[src/rtl/rv32_pkg.sv]
// Shared RV32 definitions for the fetch front end: fetch FSM states,
// well-known instruction encodings and the address range helper.
package rv32_pkg;

    localparam int XLEN = 32;

    localparam logic [XLEN-1:0] INSTR_NOP    = 32'h0000_0013;
    localparam logic [XLEN-1:0] INSTR_EBREAK = 32'h0010_0073;

    typedef enum logic [1:0] {
        FETCH_BOOT = 2'd0,
        FETCH_RUN  = 2'd1,
        FETCH_HALT = 2'd2,
        FETCH_TRAP = 2'd3
    } fetch_state_t;

    // An address is out of range when any bit at or above addr_w is set.
    // A memory as wide as the address space has no out-of-range addresses.
    function automatic logic addr_out_of_range(input logic [XLEN-1:0] addr,
                                               input int unsigned     addr_w);
        if (addr_w >= XLEN) begin
            return 1'b0;
        end
        return (addr >> addr_w) != '0;
    endfunction

endpackage

[src/rtl/pc_next_sel.sv]
// Next-PC priority selection and fetch trap detection for one RUN cycle.
// Purely combinational; the caller only acts on these results in RUN.
module pc_next_sel
    import rv32_pkg::*;
#(
    parameter int unsigned IMEM_ADDR_W = 12
) (
    input  logic [XLEN-1:0] pc,
    input  logic [XLEN-1:0] pc_plus4,
    input  logic [XLEN-1:0] instr,
    input  logic            stall,
    input  logic            redirect,
    input  logic [XLEN-1:0] redirect_target,
    output logic            pc_load,
    output logic [XLEN-1:0] pc_next,
    output logic            retire,
    output logic            go_halt,
    output logic            go_trap,
    output logic [XLEN-1:0] trap_addr
);

    // Priority chain: stall, EBREAK, misaligned target, out-of-range target,
    // taken redirect, out-of-range fall-through, sequential fetch.
    always_comb begin
        pc_load   = 1'b0;
        pc_next   = pc;
        retire    = 1'b0;
        go_halt   = 1'b0;
        go_trap   = 1'b0;
        trap_addr = '0;
        if (stall) begin
            // Redirect is dropped here; upstream re-presents it.
        end else if (instr == INSTR_EBREAK) begin
            go_halt = 1'b1;
        end else if (redirect && (redirect_target[1:0] != 2'b00)) begin
            go_trap   = 1'b1;
            trap_addr = redirect_target;
        end else if (redirect && addr_out_of_range(redirect_target, IMEM_ADDR_W)) begin
            go_trap   = 1'b1;
            trap_addr = redirect_target;
        end else if (redirect) begin
            pc_load = 1'b1;
            pc_next = redirect_target;
            retire  = 1'b1;
        end else if (addr_out_of_range(pc_plus4, IMEM_ADDR_W)) begin
            // The instruction at pc itself was fine, so it still retires.
            go_trap   = 1'b1;
            trap_addr = pc_plus4;
            retire    = 1'b1;
        end else begin
            pc_load = 1'b1;
            pc_next = pc_plus4;
            retire  = 1'b1;
        end
    end

endmodule

[src/rtl/fetch_unit.sv]
// RV32I fetch unit: owns the PC, presents instr/pc/pc+4 from a zero-latency
// instruction memory, and sequences boot, run, EBREAK halt and fetch traps.
module fetch_unit
    import rv32_pkg::*;
#(
    parameter logic [31:0] RESET_PC    = 32'h0000_0000,
    parameter int unsigned IMEM_ADDR_W = 12,
    parameter int unsigned INSTRET_W   = 64
) (
    input  logic                 clk,
    input  logic                 rst_n,
    output logic [XLEN-1:0]      imem_addr,
    input  logic [XLEN-1:0]      imem_instr,
    input  logic                 stall,
    input  logic                 redirect,
    input  logic [XLEN-1:0]      redirect_target,
    input  logic                 resume,
    output logic [XLEN-1:0]      instr,
    output logic                 instr_valid,
    output logic [XLEN-1:0]      pc,
    output logic [XLEN-1:0]      pc_plus4,
    output logic                 halted,
    output logic                 trap,
    output logic [XLEN-1:0]      trap_addr,
    output logic [INSTRET_W-1:0] instret
);

    fetch_state_t    state;
    fetch_state_t    state_next;
    logic            sel_pc_load;
    logic [XLEN-1:0] sel_pc_next;
    logic            sel_retire;
    logic            sel_go_halt;
    logic            sel_go_trap;
    logic [XLEN-1:0] sel_trap_addr;

    // Memory is addressed directly by the PC; pc + 4 wraps modulo 2^32.
    assign imem_addr = pc;
    assign pc_plus4  = pc + 32'd4;

    pc_next_sel #(
        .IMEM_ADDR_W(IMEM_ADDR_W)
    ) u_pc_next_sel (
        .pc             (pc),
        .pc_plus4       (pc_plus4),
        .instr          (imem_instr),
        .stall          (stall),
        .redirect       (redirect),
        .redirect_target(redirect_target),
        .pc_load        (sel_pc_load),
        .pc_next        (sel_pc_next),
        .retire         (sel_retire),
        .go_halt        (sel_go_halt),
        .go_trap        (sel_go_trap),
        .trap_addr      (sel_trap_addr)
    );

    // FSM state register.
    always_ff @(posedge clk or negedge rst_n) begin
        if (!rst_n) begin
            state <= FETCH_BOOT;
        end else begin
            state <= state_next;
        end
    end

    // FSM next-state: BOOT lasts one cycle, TRAP is left only by reset.
    always_comb begin
        state_next = state;
        case (state)
            FETCH_BOOT: state_next = FETCH_RUN;
            FETCH_RUN: begin
                if (sel_go_halt) begin
                    state_next = FETCH_HALT;
                end else if (sel_go_trap) begin
                    state_next = FETCH_TRAP;
                end
            end
            FETCH_HALT: begin
                if (resume) begin
                    state_next = FETCH_RUN;
                end
            end
            default: state_next = state;
        endcase
    end

    // FSM outputs: instruction is only exposed while running, NOP otherwise.
    always_comb begin
        instr_valid = (state == FETCH_RUN);
        halted      = (state == FETCH_HALT);
        trap        = (state == FETCH_TRAP);
        instr       = instr_valid ? imem_instr : INSTR_NOP;
    end

    // PC, retired-instruction counter and trap address registers.
    always_ff @(posedge clk or negedge rst_n) begin
        if (!rst_n) begin
            pc        <= RESET_PC;
            instret   <= '0;
            trap_addr <= '0;
        end else begin
            case (state)
                FETCH_RUN: begin
                    if (sel_pc_load) begin
                        pc <= sel_pc_next;
                    end
                    if (sel_retire) begin
                        instret <= instret + INSTRET_W'(1);
                    end
                    if (sel_go_trap) begin
                        trap_addr <= sel_trap_addr;
                    end
                end
                FETCH_HALT: begin
                    // Resume steps over the EBREAK.
                    if (resume) begin
                        pc <= pc_plus4;
                    end
                end
                default: begin
                end
            endcase
        end
    end

endmodule

[config.mk]
export PLATFORM = sky130hd
export DESIGN_NAME = fetch_unit
export DESIGN_NICKNAME = d
export VERILOG_FILES = /design/src/rtl/rv32_pkg.sv /design/src/rtl/pc_next_sel.sv /design/src/rtl/fetch_unit.sv
export SDC_FILE = /design/constraint.sdc
export NUM_CORES = 1
export LEC_CHECK = 0
export CAP_MARGIN = 5
export CORE_MARGIN = 2
export CORE_UTILIZATION = 48
export CTS_CLUSTER_SIZE = 20
export DETAILED_ROUTE_END_ITERATION = 16
export PLACE_DENSITY_LB_ADDON = 0.12
export SYNTH_ARGS = -nofsm -noshare
export SYNTH_HDL_FRONTEND = slang
export SYNTH_SLANG_ARGS = --single-unit
[constraint.sdc]
create_clock -name clk -period 9.5 [get_ports clk]
set_input_delay 1.9 -clock clk [delete_from_list [all_inputs] [get_ports clk]]
set_output_delay 1.9 -clock clk [all_outputs]
set_load 0.02 [all_outputs]
==> flow_summary.toml <==
[sta]
max-slew-margin-rel_pct = 17.4
holdWs_ps = 479
rsz0062_at_grt = "no"
hold_viol = 0
max_freq_ghz = 0.172
drv_slew = 0
finClkSkew_ps = 8.35
min_period_ps = 5810
fin_crit_sh_pct = 61.2
tightest_slew_ps = 1230
setup_viol = 0
tns_ps = 0

[global_routing]
grt_use_total_pct = 30.6
grt_first_pass_wirelength_um = 40000
grt-busiest-layer = "met2"
grt_max_degree = 70
grtUsageMet3_pct = 5.50
use_met2_pct = 49.1
gr-total-overflow = 0
grt_pass1_vias = 7125
grt_use_met1_pct = 41.8
antenna_found_initial = 1

[worst_setup_path]
crit_type = "in -> reg"
ff2ff_setup_slack_ps = 5000
cp-end-kind = "register"
crit_required_ps = 9800
crit_path_start_kind = "input port"
r2r_end = "trap_addr[17]$_DFFE_PN0P_"
cp_data_arrival_time_ps = 6110
cp_max_fo = 29
startpoint = "redirect_target[12]"
reg2regPathDepth = 9
r2r-start = "imem_addr[2]$_DFFE_PN0P_"

[yosys]
synth-main-ff-cell = "dfrtp_1"
yosysWarnings = 0
synth_top_area_share_pct = 42.3
synth.largest_area_cell = "dfrtp_1"
synth_area_sq_um = 7690
ys_top_cells_by_area = "dfrtp_1 (42%), xnor2_1 (6.8%), buf_4 (3.4%)"
avgSynthCellArea_sq_um = 9.12
synth_fp_nets = 917
synth_edf_count = 0
yosysSeqAreaShare_pct = 42.3
synthTopCellsByCount = "dfrtp_1 (130), nand2_1 (70), xnor2_1 (60)"
async_flop_share_pct = 100
ys_types = 60
syn_inst = 843
ys_ff_latch = 130
synth_most_common_cell = "dfrtp_1"

[cts]
numCtsBuffers = 17
cts_resized = 0
clkLatencyLatePin_ps = 420
clock_path_buffers = 2
ctsHoldBuffers = 0
cts_root_buf = "clkbuf_16"
cts_sinks = 130
cts_tree = "built"
postCtsSetupBuffers = 0
htree_levels = 4
clkTransAtPathRegs_ps = 60

[floorplanning]
num_rows = 46
core_sq_um = 15800
start_util_pct = 48.7
dieArea_sq_um = 17000
die_x_um = 131
die_h_um = 131
ioPinCount = 296

[cells_and_area]
drive_gt1_share_pct = 5.73
nets = 1160
area_growth_pct = 44.4
final_util_pct = 70.4

[route]
avgViaCountPerCell = 5.86
antenna_left = 0
vias = 7710
dr.pass1.iters = 6
remaining_drc_errors = 0
routedWlPerCell_um = 20.1
drt_iter0_drc = 863
wl_um = 26400

[hold_path]
holdPathStages = 1
worstHoldStart = "instret[63]$_DFFE_PN0P_"
hold_path.class = "reg -> reg"
hold_end = "instret[63]$_DFFE_PN0P_"

[run_status]
status = "complete, no violations"

[power]
power.density_nw_per_um2 = 295
leakage_nw = 4.54
peakVddDrop_v = 0.000219

[placed_design]
dp.final_hpwl_um = 19000
io_buffers = 295
routabilityCongestion = 0.951

[run]
maxCapViolCount = 0
==> worst max-delay path by stage <==
| stage | endpoint | cells past startpoint |
|---|---|---|
| 2_1_floorplan | pc_plus4[29] | 6 |
| 5_1_grt | imem_addr[6]$_DFFE_PN0P_ | 9 |
| 4_1_cts | imem_addr[6]$_DFFE_PN0P_ | 9 |
| 3_5_place_dp | imem_addr[6]$_DFFE_PN0P_ | 9 |
| 6_report | imem_addr[6]$_DFFE_PN0P_ | 9 |
| 3_3_place_gp | imem_addr[6]$_DFFE_PN0P_ | 9 |
==> cell usage in the layout, fill, tap and decap left out, types with 20 or more instances in the layout <==
cell type	count
a21oi_1	22
a221o_1	20
and2_1	37
clkdlybuf4s50_1	294
dfrtp_1	130
inv_1	39
nand2_1	70
nand3_1	38
nand4_1	24
nor2_1	42
nor3_1	40
nor4_1	34
o21ai_0	30
xnor2_1	60
xor2_1	26
==> state kept, by name, indices dropped and copies added (netlist names) <==
register   count
instret       64
state          2
trap_addr     32
imem_addr     32
==> per-stage QoR <==
stage / instances / total power, mW / instance area (sq um) / setup WS (ps)
floorplan: 843 / 1.86 / 7690 / 5240
global placement: 1283 / 2.63 / 10500 / 3480
detailed placement: 1283 / 2.65 / 10500 / 3420
CTS: 1315 / 3.26 / 11100 / 3850
global route: 1315 / 3.42 / 11100 / 3560
finish: 1316 / 3.27 / 11100 / 3690
==> area by class of cell <==
type	instances	area, sq um
multi-input combinational	594	3860
sequential	130	3250
antenna	1	2.50
inverter	40	150
timing repair buffer	303	3010
tap	216	270
fill	1323	4670
clock inverter	14	106
clock buffer	18	439
==> worst max-delay path, stage by stage <==
cell             delay [ps]
clkdlybuf4s50_1         490
nor4_1                  690
nand4_1                 230
o41a_1                  630
nor3_1                  340
nand3_1                 160
o31ai_4                 340
or2_1                   890
mux2_2                  420
==> routing by layer <==
metal	wire length [um]	vias to the layer above
li1	-	3490
met4	849	0
met2	12400	460
met5	0	-
met1	10800	3676
met3	2320	84
==> power by group <==
part           leakage [nW]  internal [mW]  switching (mW)
clock network         0.253          0.343           0.262
logic                  2.69          0.797           0.953
registers              1.60          0.696           0.222
total                  4.54           1.84            1.44
==> kinds of logic (layout without fill, tap and decap cells) <==
family          count (synthesis)  in the layout  synth area share, %
flops                         130            130                 42.3
xor+xnor                       86             86                 9.80
simple gates                  349            349                 24.2
other cells                     0              1                    0
fa+ha+maj                       5              5                0.814
compound gates                136            136                 12.5
mux                            18             18                 2.44
buf+inv                       119            375                 7.93
Power figures use the tool's default switching activity.
